`src/rtl/instr_fetch_pkg.sv`:
```
// ---------------------------------------------------------------------------
// instr_fetch_pkg
// Shared definitions for the fetch stage:
//   SequencerState : CPU sequencer state encoding (4-bit; encodings 10..15
//                    are unused and are treated like SRST by the fetch stage)
//   OP_*           : opcode constants decoded from instr[31:28]
//   INSTR_W        : instruction width in bits
//   NUM_BYTES      : number of bytes in one instruction word
//   op_is_illegal  : opcode range check for the illegal set
// ---------------------------------------------------------------------------
package instr_fetch_pkg;

  typedef enum logic [3:0] {
    SRST    = 4'd0,
    SR1     = 4'd1,
    SR2     = 4'd2,
    SR3     = 4'd3,
    SR4     = 4'd4,
    SCALC   = 4'd5,
    SWRITE  = 4'd6,
    SNXT    = 4'd7,
    SFINISH = 4'd8,
    SERR    = 4'd9
  } SequencerState;

  localparam logic [3:0] OP_HALT   = 4'hF;
  localparam logic [3:0] OP_ILL_LO = 4'hC;
  localparam logic [3:0] OP_ILL_HI = 4'hE;

  localparam int INSTR_W   = 32;
  localparam int NUM_BYTES = INSTR_W / 8;

  function automatic logic op_is_illegal(input logic [3:0] op);
    return (op >= OP_ILL_LO) && (op <= OP_ILL_HI);
  endfunction

endpackage

```
`src/rtl/instr_fetch_pc_unit.sv`:
```
// ---------------------------------------------------------------------------
// instr_fetch_pc_unit
// Program counter owner for the fetch stage. Captures a jump request in
// SWRITE, applies it (or a sequential increment) in SNXT, and flags an
// out-of-range jump or running off the end of program memory.
// Ports:
//   clk, rstn    : clock (rising edge), asynchronous active-low reset
//   seq_q        : current sequencer state
//   jmp_en       : jump request, sampled in SWRITE
//   jmp_target   : jump destination word index, sampled in SWRITE
//   pc           : current instruction word index (registered)
//   pc_err       : combinational fault flag, only ever high in SNXT
// ---------------------------------------------------------------------------
module instr_fetch_pc_unit
  import instr_fetch_pkg::*;
#(
  parameter int PC_W       = 8,
  parameter int PROG_DEPTH = 256
) (
  input  logic            clk,
  input  logic            rstn,
  input  SequencerState   seq_q,
  input  logic            jmp_en,
  input  logic [PC_W-1:0] jmp_target,
  output logic [PC_W-1:0] pc,
  output logic            pc_err
);

  // One extra bit so PROG_DEPTH == 2**PC_W is representable.
  localparam logic [PC_W:0]   DEPTH_EXT = (PC_W+1)'(PROG_DEPTH);
  localparam logic [PC_W-1:0] LAST_PC   = PC_W'(PROG_DEPTH - 1);

  logic [PC_W-1:0] r_pc;
  logic [PC_W-1:0] r_jmp_addr;
  logic            r_jmp_pend;

  logic            w_jmp_ok;
  logic            w_at_end;
  logic            w_pc_err;
  logic [PC_W-1:0] w_pc_next;

  assign w_jmp_ok  = ({1'b0, r_jmp_addr} < DEPTH_EXT);
  assign w_at_end  = (r_pc == LAST_PC);
  // A pending jump takes priority over the end-of-program check: a valid
  // jump from the last word is legal.
  assign w_pc_err  = (seq_q == SNXT) && (r_jmp_pend ? !w_jmp_ok : w_at_end);
  assign w_pc_next = r_jmp_pend ? r_jmp_addr : r_pc + 1'b1;

  always_ff @(posedge clk or negedge rstn) begin
    if (!rstn) begin
      r_pc       <= '0;
      r_jmp_pend <= 1'b0;
      r_jmp_addr <= '0;
    end else begin
      case (seq_q)
        SR1, SR2, SR3, SR4, SCALC, SFINISH, SERR: begin
          // hold
        end
        SWRITE: begin
          r_jmp_pend <= jmp_en;
          r_jmp_addr <= jmp_target;
        end
        SNXT: begin
          // On a fault pc holds so the sequencer can report where it stopped.
          if (!w_pc_err) begin
            r_pc <= w_pc_next;
          end
          r_jmp_pend <= 1'b0;
        end
        default: begin
          // SRST and unused encodings: restart from word 0.
          r_pc       <= '0;
          r_jmp_pend <= 1'b0;
        end
      endcase
    end
  end

  assign pc     = r_pc;
  assign pc_err = w_pc_err;

endmodule

```
`src/rtl/instr_fetch.sv`:
```
// ---------------------------------------------------------------------------
// instr_fetch
// Fetch stage driven by the CPU sequencer. Reads four bytes of program
// memory during SR1..SR4 and assembles them big-endian into instr, which is
// complete on the first SCALC cycle. Decodes HALT / illegal opcodes and
// merges the pc_unit fault into the sequencer's finish / err inputs.
// Ports:
//   clk, rstn    : clock (rising edge), asynchronous active-low reset
//   seq_q        : current sequencer state
//   mem_addr     : byte address {pc, byte_idx}
//   mem_rd       : read strobe, high in SR1..SR4
//   mem_rdata    : byte returned combinationally for mem_addr
//   jmp_en       : jump request, sampled in SWRITE
//   jmp_target   : jump destination word index, sampled in SWRITE
//   instr        : assembled instruction (registered)
//   pc           : current instruction word index (registered)
//   finish       : HALT opcode seen in SCALC (combinational)
//   err          : illegal opcode in SCALC or pc fault in SNXT (comb.)
// ---------------------------------------------------------------------------
module instr_fetch
  import instr_fetch_pkg::*;
#(
  parameter int PC_W       = 8,
  parameter int PROG_DEPTH = 256,
  parameter int ADDR_W     = PC_W + 2
) (
  input  logic               clk,
  input  logic               rstn,
  input  SequencerState      seq_q,
  output logic [ADDR_W-1:0]  mem_addr,
  output logic               mem_rd,
  input  logic [7:0]         mem_rdata,
  input  logic               jmp_en,
  input  logic [PC_W-1:0]    jmp_target,
  output logic [INSTR_W-1:0] instr,
  output logic [PC_W-1:0]    pc,
  output logic               finish,
  output logic               err
);

  if (PROG_DEPTH < 1 || longint'(PROG_DEPTH) > (longint'(1) << PC_W)) begin : g_bad_depth
    $error("instr_fetch: PROG_DEPTH must be in 1..2**PC_W");
  end
  if (ADDR_W != PC_W + 2) begin : g_bad_addr_w
    $error("instr_fetch: ADDR_W is derived and must equal PC_W+2");
  end

  logic       w_fetch;
  logic [1:0] w_byte_idx;
  logic       w_calc;
  logic       w_clear;
  logic       w_pc_err;
  logic [3:0] w_opcode;
  logic [PC_W-1:0] w_pc;

  // State decode. Unused encodings fall into the SRST behaviour.
  always_comb begin
    w_fetch    = 1'b0;
    w_byte_idx = 2'd0;
    w_calc     = 1'b0;
    w_clear    = 1'b0;
    case (seq_q)
      SR1:     begin w_fetch = 1'b1; w_byte_idx = 2'd0; end
      SR2:     begin w_fetch = 1'b1; w_byte_idx = 2'd1; end
      SR3:     begin w_fetch = 1'b1; w_byte_idx = 2'd2; end
      SR4:     begin w_fetch = 1'b1; w_byte_idx = 2'd3; end
      SCALC:   w_calc = 1'b1;
      SWRITE, SNXT, SFINISH, SERR: begin
        // no fetch-side activity
      end
      default: w_clear = 1'b1;
    endcase
  end

  instr_fetch_pc_unit #(
    .PC_W       (PC_W),
    .PROG_DEPTH (PROG_DEPTH)
  ) u_pc_unit (
    .clk        (clk),
    .rstn       (rstn),
    .seq_q      (seq_q),
    .jmp_en     (jmp_en),
    .jmp_target (jmp_target),
    .pc         (w_pc),
    .pc_err     (w_pc_err)
  );

  // One register per byte lane; lane 0 is the most significant byte and is
  // loaded in SR1, so the word lands big-endian.
  for (genvar gi = 0; gi < NUM_BYTES; gi++) begin : g_lane
    logic [7:0] r_byte;

    always_ff @(posedge clk or negedge rstn) begin
      if (!rstn) begin
        r_byte <= 8'h00;
      end else if (w_clear) begin
        r_byte <= 8'h00;
      end else if (w_fetch && (w_byte_idx == 2'(gi))) begin
        r_byte <= mem_rdata;
      end
    end

    assign instr[INSTR_W-1-8*gi -: 8] = r_byte;
  end

  assign w_opcode = instr[INSTR_W-1 -: 4];
  assign pc       = w_pc;
  assign mem_addr = {w_pc, w_byte_idx};

  // rstn gates the strobes so they are quiet during reset regardless of
  // what the sequencer is driving.
  assign mem_rd = rstn && w_fetch;
  assign finish = rstn && w_calc && (w_opcode == OP_HALT);
  assign err    = rstn && ((w_calc && op_is_illegal(w_opcode)) || w_pc_err);

endmodule
```
`config.mk`:
```
export PLATFORM = sky130hd
export DESIGN_NAME = instr_fetch
export DESIGN_NICKNAME = d
export VERILOG_FILES = /design/src/rtl/instr_fetch_pkg.sv /design/src/rtl/instr_fetch_pc_unit.sv /design/src/rtl/instr_fetch.sv
export SDC_FILE = /design/constraint.sdc
export NUM_CORES = 1
export LEC_CHECK = 0
export CAP_MARGIN = 20
export CELL_PAD_IN_SITES_DETAIL_PLACEMENT = 0
export CELL_PAD_IN_SITES_GLOBAL_PLACEMENT = 1
export CORE_MARGIN = 3
export CORE_UTILIZATION = 39
export CTS_CLUSTER_DIAMETER = 120
export DETAILED_ROUTE_END_ITERATION = 7
export PLACE_DENSITY = 0.91
export SYNTH_ARGS = -nofsm -noshare
export SYNTH_HDL_FRONTEND = slang
export SYNTH_HIERARCHICAL = 1
export SYNTH_SLANG_ARGS = --single-unit
```
`constraint.sdc`:
```
create_clock -name clk -period 3.8 [get_ports clk]
set_clock_uncertainty 0.1 [all_clocks]
set_input_delay 0.76 -clock clk [delete_from_list [all_inputs] [get_ports clk]]
set_output_delay 0.76 -clock clk [all_outputs]
set_load 0.05 [all_outputs]
```
==> flow_summary.json, run 1 <==
{
  "status": "finished, final reports clean",
  "initial_core_util_pct": 41.1,
  "postSynthCellCount": 269,
  "crit_fanout": 13,
  "grt_max_degree": 52,
  "io_pins": 76,
  "hold_depth": 1,
  "grt_overflow": 0,
  "area_growth_pct": 32.8,
  "post-cts-setup-buffer-count": 0,
  "endpoint": "mem_addr[0]",
  "synth_top_cell_area_share_pct": 46.2,
  "die_w_um": 88.5,
  "yosysMostFrequentCell": "nand2_1",
  "holdWs_ns": 0.418,
  "dpl-instance-area_um2": 3420,
  "switching_power_mw": 0.370,
  "clk_pin_slew_ns": 0.09,
  "finalHoldViolCount": 0,
  "avgSynthCellArea_um2": 9.87,
  "final_cell_area_um2": 3530,
  "r2r-start": "u_pc_unit/r_jmp_pend",
  "drtIter0Drc": 99,
  "startpoint_type": "input pin",
  "synth_compound_area_share_pct": 20.4,
  "via_per_inst": 5.53,
  "totalWireLength_um": 6760,
  "antenna_found_initial": 0,
  "clock_path_buffers": 2,
  "io_buffers": 75,
  "arrival_ns": 2.54,
  "layout-drive-gt1-share_pct": 16.4,
  "grt_usage_pct": 17.9,
  "syn-num-nets": 293,
  "insertion_delay_ns": 0.30,
  "synth.area.mux_share_pct": 3.77,
  "synth_area_leaders": "dfrtp_1, nand2_1, a21oi_1",
  "core_um2": 6460,
  "antennaDiodeCount": 0,
  "cts_resized": 0,
  "synth_top_family_by_area": "simple AND/OR/NAND/NOR gates",
  "finalNetCount": 358,
  "combPwrFrac_pct": 21.6,
  "period_needed_ns": 3.40,
  "synthAdderAreaFrac_pct": 0.471,
  "synth_cell_type_count": 49,
  "cp.required_ns": 2.94,
  "clock-root-buffer": "clkbuf_8",
  "drcViolationCount": 0,
  "ys_seq_elements": 49,
  "netlist_top_cells_count": "nand2_1, dfrtp_1, a21oi_1",
  "synthFlopType": "dfrtp_1",
  "tightest_slew_ns": 0.764,
  "clkSinkCount": 49,
  "p_int_mw": 0.825,
  "power_frac_seq_pct": 48.7,
  "cap_violations": 0,
  "routabilityCongestion": 0.786,
  "grt_pass1_vias": 2127,
  "p_total_mw": 1.20,
  "synthArstFlopShare_pct": 100,
  "hold_buffers": 0,
  "setup_tns_ns": 0,
  "seq_area_frac_synth_pct": 46.2,
  "setup_viol": 0,
  "std_cell_rows": 29,
  "slew_viol_final": 0,
  "vias": 2277,
  "p_sw_share_pct": 30.9,
  "rrSetupSlack_ns": 1.87,
  "yosys.area_share.simple_pct": 21.0,
  "worst_ir_drop_vdd_uv": 171,
  "slowest_delay_ns": 0.72,
  "power.leakage_nw": 1.40,
  "critPathLaunch": "seq_q[2]",
  "reg2reg_depth": 4,
  "yosysWarnings": 6,
  "crit_type": "input pin to output pin",
  "routedWlPerCell_um": 16.4,
  "synthXorXnorAreaFrac_pct": 0.989,
  "fin_crit_sh_pct": 89.4,
  "synth_top_area_cell": "dfrtp_1",
  "cts-buffers-inserted": 5,
  "synth_edf_count": 0,
  "crit_chain": "clkdlybuf4s50_1 -> or4b_1 -> nand2_1 -> buf_12",
  "die_area_um2": 7840,
  "hold_class": "flip-flop to flip-flop",
  "slowest_stage": "clkdlybuf4s50_1",
  "clkPwrFrac_pct": 29.6,
  "slew_headroom_pct": 48.9,
  "synth_area_um2": 2660,
  "end_kind": "output pin",
  "timing.fmax_mhz": 294,
  "htree_levels": 2,
  "cts_tree": "built",
  "rsz0062_at_grt": "no",
  "postRouteAntennaNets": 0,
  "power.density_nw_per_um2": 339,
  "grt_pass1_wl_um": 10900,
  "dpl.hpwl_um": 4760,
  "firstDrtPassIters": 4,
  "r2r_end": "u_pc_unit/pc[6]",
  "dieHeight_um": 88.5
}
## power by group through the flow
stage                     logic (mW)  registers, mW  clock network (mW)
after CTS                      0.260          0.582               0.363
after floorplan                0.122          0.632                   0
after global routing           0.277          0.588               0.378
after detailed placement       0.260          0.592                   0
final                          0.259          0.582               0.354
after global placement         0.257          0.592                   0
## worst min-delay path by stage
stage	from	endpoint
floorplan	rstn	g_lane[0].r_byte[0]
global placement	u_pc_unit/r_jmp_addr[7]	u_pc_unit/r_jmp_addr[7]
detailed placement	u_pc_unit/r_jmp_addr[7]	u_pc_unit/r_jmp_addr[7]
CTS	u_pc_unit/r_jmp_addr[7]	u_pc_unit/r_jmp_addr[7]
global route	u_pc_unit/r_jmp_addr[3]	u_pc_unit/r_jmp_addr[3]
finish	u_pc_unit/r_jmp_addr[7]	u_pc_unit/r_jmp_addr[7]
## state kept, by name (all words and copies together) (netlist names)
| signal | count |
|---|---|
| g_lane.r_byte | 32 |
| u_pc_unit/pc | 8 |
| u_pc_unit/r_jmp_addr | 8 |
| u_pc_unit/r_jmp_pend | 1 |
## kinds of logic (layout without fill, tap and decap cells)
kind of cell | count (synthesis) | in the layout
and+or+nand+nor | 102 | 102
AOI/OAI and AO/OA | 77 | 77
DFF | 49 | 49
buffers and inverters | 28 | 94
muxes | 9 | 9
xor gates and xnor gates | 3 | 3
adders and majority gates | 1 | 1
## layout make-up
cell class / count / area (µm²)
fill: 600 / 2930
multi-input combinational: 192 / 1240
sequential: 49 / 1230
timing repair buffer: 85 / 858
clock buffer: 7 / 96.3
tap: 77 / 96.3
clock inverter: 1 / 8.76
inverter: 1 / 3.75
## critical path: cells and delay by family
family,cells,cell delay [ns]
buffers and inverters,2,0.87
AND/OR/NAND/NOR,2,0.90
## per-layer routing
layer	vias to the layer above	wire [µm]	global-route usage (%)
li1	1081	-	-
met1	1119	3130	25.0
met2	71	3110	27.9
met3	6	453	4.66
met4	0	57	4.53
met5	-	0	0
## layout by cell type (no fill, tap or decap), types with 2 or more instances in the layout
| cell | Yosys | final |
|---|---|---|
| mux2_2 | 8 | 8 |
| buf_4 | 9 | 11 |
| nand2_1 | 68 | 68 |
| o2bb2ai_1 | 5 | 5 |
| nor2_1 | 3 | 3 |
| and4b_1 | 2 | 2 |
| or4b_1 | 2 | 2 |
| or4_1 | 2 | 2 |
| clkdlybuf4s50_1 | 0 | 69 |
| xor2_1 | 2 | 2 |
| clkbuf_8 | 0 | 7 |
| a31oi_1 | 8 | 8 |
| a21oi_2 | 10 | 10 |
| buf_12 | 0 | 4 |
| a32o_1 | 2 | 2 |
| a211o_1 | 2 | 2 |
| nor4b_4 | 2 | 2 |
| a21oi_1 | 18 | 18 |
| o22ai_1 | 9 | 9 |
| o21ai_0 | 9 | 9 |
| nor3_1 | 4 | 4 |
| nand3_1 | 2 | 2 |
| nand4_1 | 2 | 2 |
| o21a_1 | 10 | 10 |
| dfrtp_1 | 49 | 49 |
## metrics by stage
step,instances,utilization (%),setup slack (ns)
after floorplan,269,-,0.516
after global placement,404,53.0,0.445
after detailed placement,404,53.0,0.431
after CTS,412,54.6,0.415
after global routing,412,54.6,0.326
final,412,54.6,0.403
No activity file was read; power rests on OpenSTA's default activity.
==> inputs of run 2 (changes only) <==
CAP_MARGIN = 10   (was 20)
CORE_UTILIZATION = 37   (was 39)
PLACE_DENSITY = 0.9   (was 0.91)
SYNTH_HIERARCHICAL = unset   (was 1)
==> run 2 against run 1 <==
Synthesized cell count down 6.3%. Sequential power about the same. Non-clock buffer count down 5. Final cell count down 4.4%. Core utilization down 0.84 points. Combinational power down 7.7%. Critical path depth up 1. First-iteration DRC count up 96%. Critical path type unchanged. Critical endpoint unchanged. Largest cell class is now registers.
==> flow_summary.json, run 2 <==
{
  "crit_family": "buffers and inverters",
  "avgSynthCellArea_um2": 9.58,
  "totalWireLength_um": 6320,
  "ys_seq_elements": 49,
  "synth_edf_count": 0,
  "clkPwrFrac_pct": 29.1,
  "vias": 2026,
  "grt_busiest_layer": "met2",
  "grt_usage_pct": 17.9,
  "via_per_inst": 5.14,
  "dieHeight_um": 86.8,
  "tightest_slew_ns": 0.546,
  "initial_core_util_pct": 39.4,
  "setup_tns_ns": 0,
  "firstDrtPassIters": 4,
  "crit_fanout": 10,
  "cp.required_ns": 2.94,
  "routedWlPerCell_um": 16.0,
  "combPwrFrac_pct": 20.7,
  "finalHoldViolCount": 0,
  "switching_power_mw": 0.354,
  "io_pins": 76,
  "die_area_um2": 7530,
  "final_common_cell": "nand2_1",
  "p_int_mw": 0.801,
  "grt_util_met2_pct": 27.5,
  "std_cell_rows": 28,
  "synthFlopType": "dfrtp_1",
  "power.density_nw_per_um2": 350,
  "max_flop_register": "g_lane.r_byte",
  "routabilityCongestion": 0.783,
  "rrSetupSlack_ns": 1.91,
  "cts_tree": "built",
  "slowest_delay_ns": 0.72,
  "worst-path-buf-inv": 2,
  "netlist_top_cells_count": "nand2_1, dfrtp_1, a21oi_1",
  "drtIter0Drc": 194,
  "arrival_ns": 2.51,
  "cts_resized": 0,
  "grt_max_degree": 37,
  "synth_area_um2": 2410,
  "worst_ir_drop_vdd_uv": 193,
  "hold_class": "input pin to asynchronous set/reset pin",
  "power_frac_seq_pct": 50.2,
  "antennaDiodeCount": 0,
  "htree_levels": 2,
  "p_sw_share_pct": 30.6,
  "syn-num-nets": 276,
  "io_buffers": 75,
  "startpoint_type": "input pin",
  "clkSinkCount": 49,
  "cap_violations": 0,
  "endpoint": "mem_addr[0]",
  "slowest_stage": "clkdlybuf4s50_1",
  "cts-buffers-inserted": 5,
  "post-cts-setup-buffer-count": 0,
  "grt_overflow": 0,
  "end_kind": "output pin",
  "layout-drive-gt1-share_pct": 11.0,
  "reg2reg_depth": 5,
  "clock-root-buffer": "clkbuf_8",
  "met3_usage_pct": 3.61,
  "yosysWarnings": 0,
  "largest_reg_flops": 32,
  "power.leakage_nw": 1.34,
  "use_met1_pct": 25.5,
  "crit_type": "input pin to output pin",
  "area_growth_pct": 36.5,
  "synth_top_area_cell": "dfrtp_1",
  "insertion_delay_ns": 0.31,
  "crit_chain": "clkdlybuf4s50_1 -> nand2b_1 -> or3_1 -> nand2_1 -> buf_12",
  "synthArstFlopShare_pct": 100,
  "grt_pass1_wl_um": 10400,
  "rsz0062_at_grt": "no",
  "fin_crit_sh_pct": 88.6,
  "period_needed_ns": 3.37,
  "clock_path_buffers": 2,
  "grt_pass1_vias": 1983,
  "clk_pin_slew_ns": 0.09,
  "synth_area_leaders": "dfrtp_1, nand2_1, a21oi_1",
  "postSynthCellCount": 252,
  "yosysMostFrequentCell": "nand2_1",
  "die_w_um": 86.8,
  "antenna_found_initial": 0,
  "critPathLaunch": "seq_q[1]",
  "holdWs_ns": 0.362,
  "postRouteAntennaNets": 0,
  "hold_buffers": 0,
  "cp.depth": 5,
  "slew_viol_final": 0,
  "timing.fmax_mhz": 297,
  "core_um2": 6130,
  "setup_viol": 0,
  "drcViolationCount": 0,
  "seq_area_frac_synth_pct": 50.8,
  "r2r_end": "u_pc_unit.pc[6]",
  "synth_cell_type_count": 46,
  "finalNetCount": 342,
  "postLayoutCoreUtil_pct": 53.8,
  "final_cell_mix": "nand2_1, clkdlybuf4s50_1, dfrtp_1, a21oi_1, mux2_2",
  "slew_headroom_pct": 63.4,
  "synth_top_cell_area_share_pct": 50.8,
  "dpl.hpwl_um": 4600,
  "r2r-start": "u_pc_unit.pc[1]",
  "status": "finished, final reports clean"
}
==> run 2: changes by cell type in the layout (fill, tap and decap cells not counted), sizes merged, moves of 4 or more <==
cell and delta:
nand2 +8, buf -5, a21oi +4, o21a -9, a22o +5, o22ai -8, a31oi -7, o2bb2ai -4
==> run 2: layout make-up <==
class / instances / area, µm²
Timing Repair Buffer: 80 / 833
Multi-Input combinational cell: 181 / 1040
Clock buffer: 6 / 82.6
Fill cell: 556 / 2830
Sequential cell: 49 / 1230
Tap cell: 75 / 93.8
Inverter: 1 / 3.75
Clock inverter: 2 / 17.5
==> run 2: metrics by stage <==
| step | power (mW) | worst slack (ns) | instances | area [µm²] |
|---|---|---|---|---|
| floorplan | 0.735 | 0.442 | 252 | 2410 |
| global placement | 0.825 | 0.450 | 386 | 3200 |
| detailed placement | 0.830 | 0.434 | 386 | 3200 |
| CTS | 1.16 | 0.427 | 394 | 3300 |
| global route | 1.21 | 0.303 | 394 | 3300 |
| finish | 1.15 | 0.433 | 394 | 3300 |
==> run 2: logic make-up (layout without fill, tap and decap cells) <==
logic type | Yosys count | after routing | synth area share, %
adders and majority gates | 1 | 1 | 0.518
xor gates and xnor gates | 4 | 4 | 1.45
DFF | 49 | 49 | 50.8
and+or+nand+nor | 110 | 110 | 21.9
AOI/OAI and AO/OA | 57 | 57 | 15.0
buffers and inverters | 22 | 89 | 6.16
muxes | 9 | 9 | 4.20
==> run 2: power groups by stage <==
stage / Sequential (mW) / Clock, mW / Combinational [mW]
after floorplan: 0.628 / 0 / 0.107
after detailed placement: 0.590 / 0 / 0.240
after global placement: 0.588 / 0 / 0.237
final: 0.580 / 0.336 / 0.239
after CTS: 0.580 / 0.342 / 0.241
after global routing: 0.585 / 0.364 / 0.257
==> run 2: worst register-to-register path: stages (launching register included) <==
cell	delay, ns
dfrtp_1	0.44
ha_1	0.26
nand4_1	0.14
o211a_1	0.38
o2111a_1	0.20
a221o_1	0.26
==> run 2: how the worst min path moves through the flow <==
stage,startpoint,end
6_report,rstn,u_pc_unit.pc[0]
5_1_grt,rstn,u_pc_unit.r_jmp_addr[0]
4_1_cts,rstn,u_pc_unit.r_jmp_addr[1]
3_5_place_dp,u_pc_unit.r_jmp_addr[7],u_pc_unit.r_jmp_addr[7]
3_3_place_gp,u_pc_unit.r_jmp_addr[7],u_pc_unit.r_jmp_addr[7]
2_1_floorplan,rstn,g_lane[0].r_byte[0]
==> run 2: routing by layer <==
metal  up-vias  wire, µm
li1        983         -
met1       983      2920
met2        54      3000
met3         6       337
met4         0        69
met5         -         0
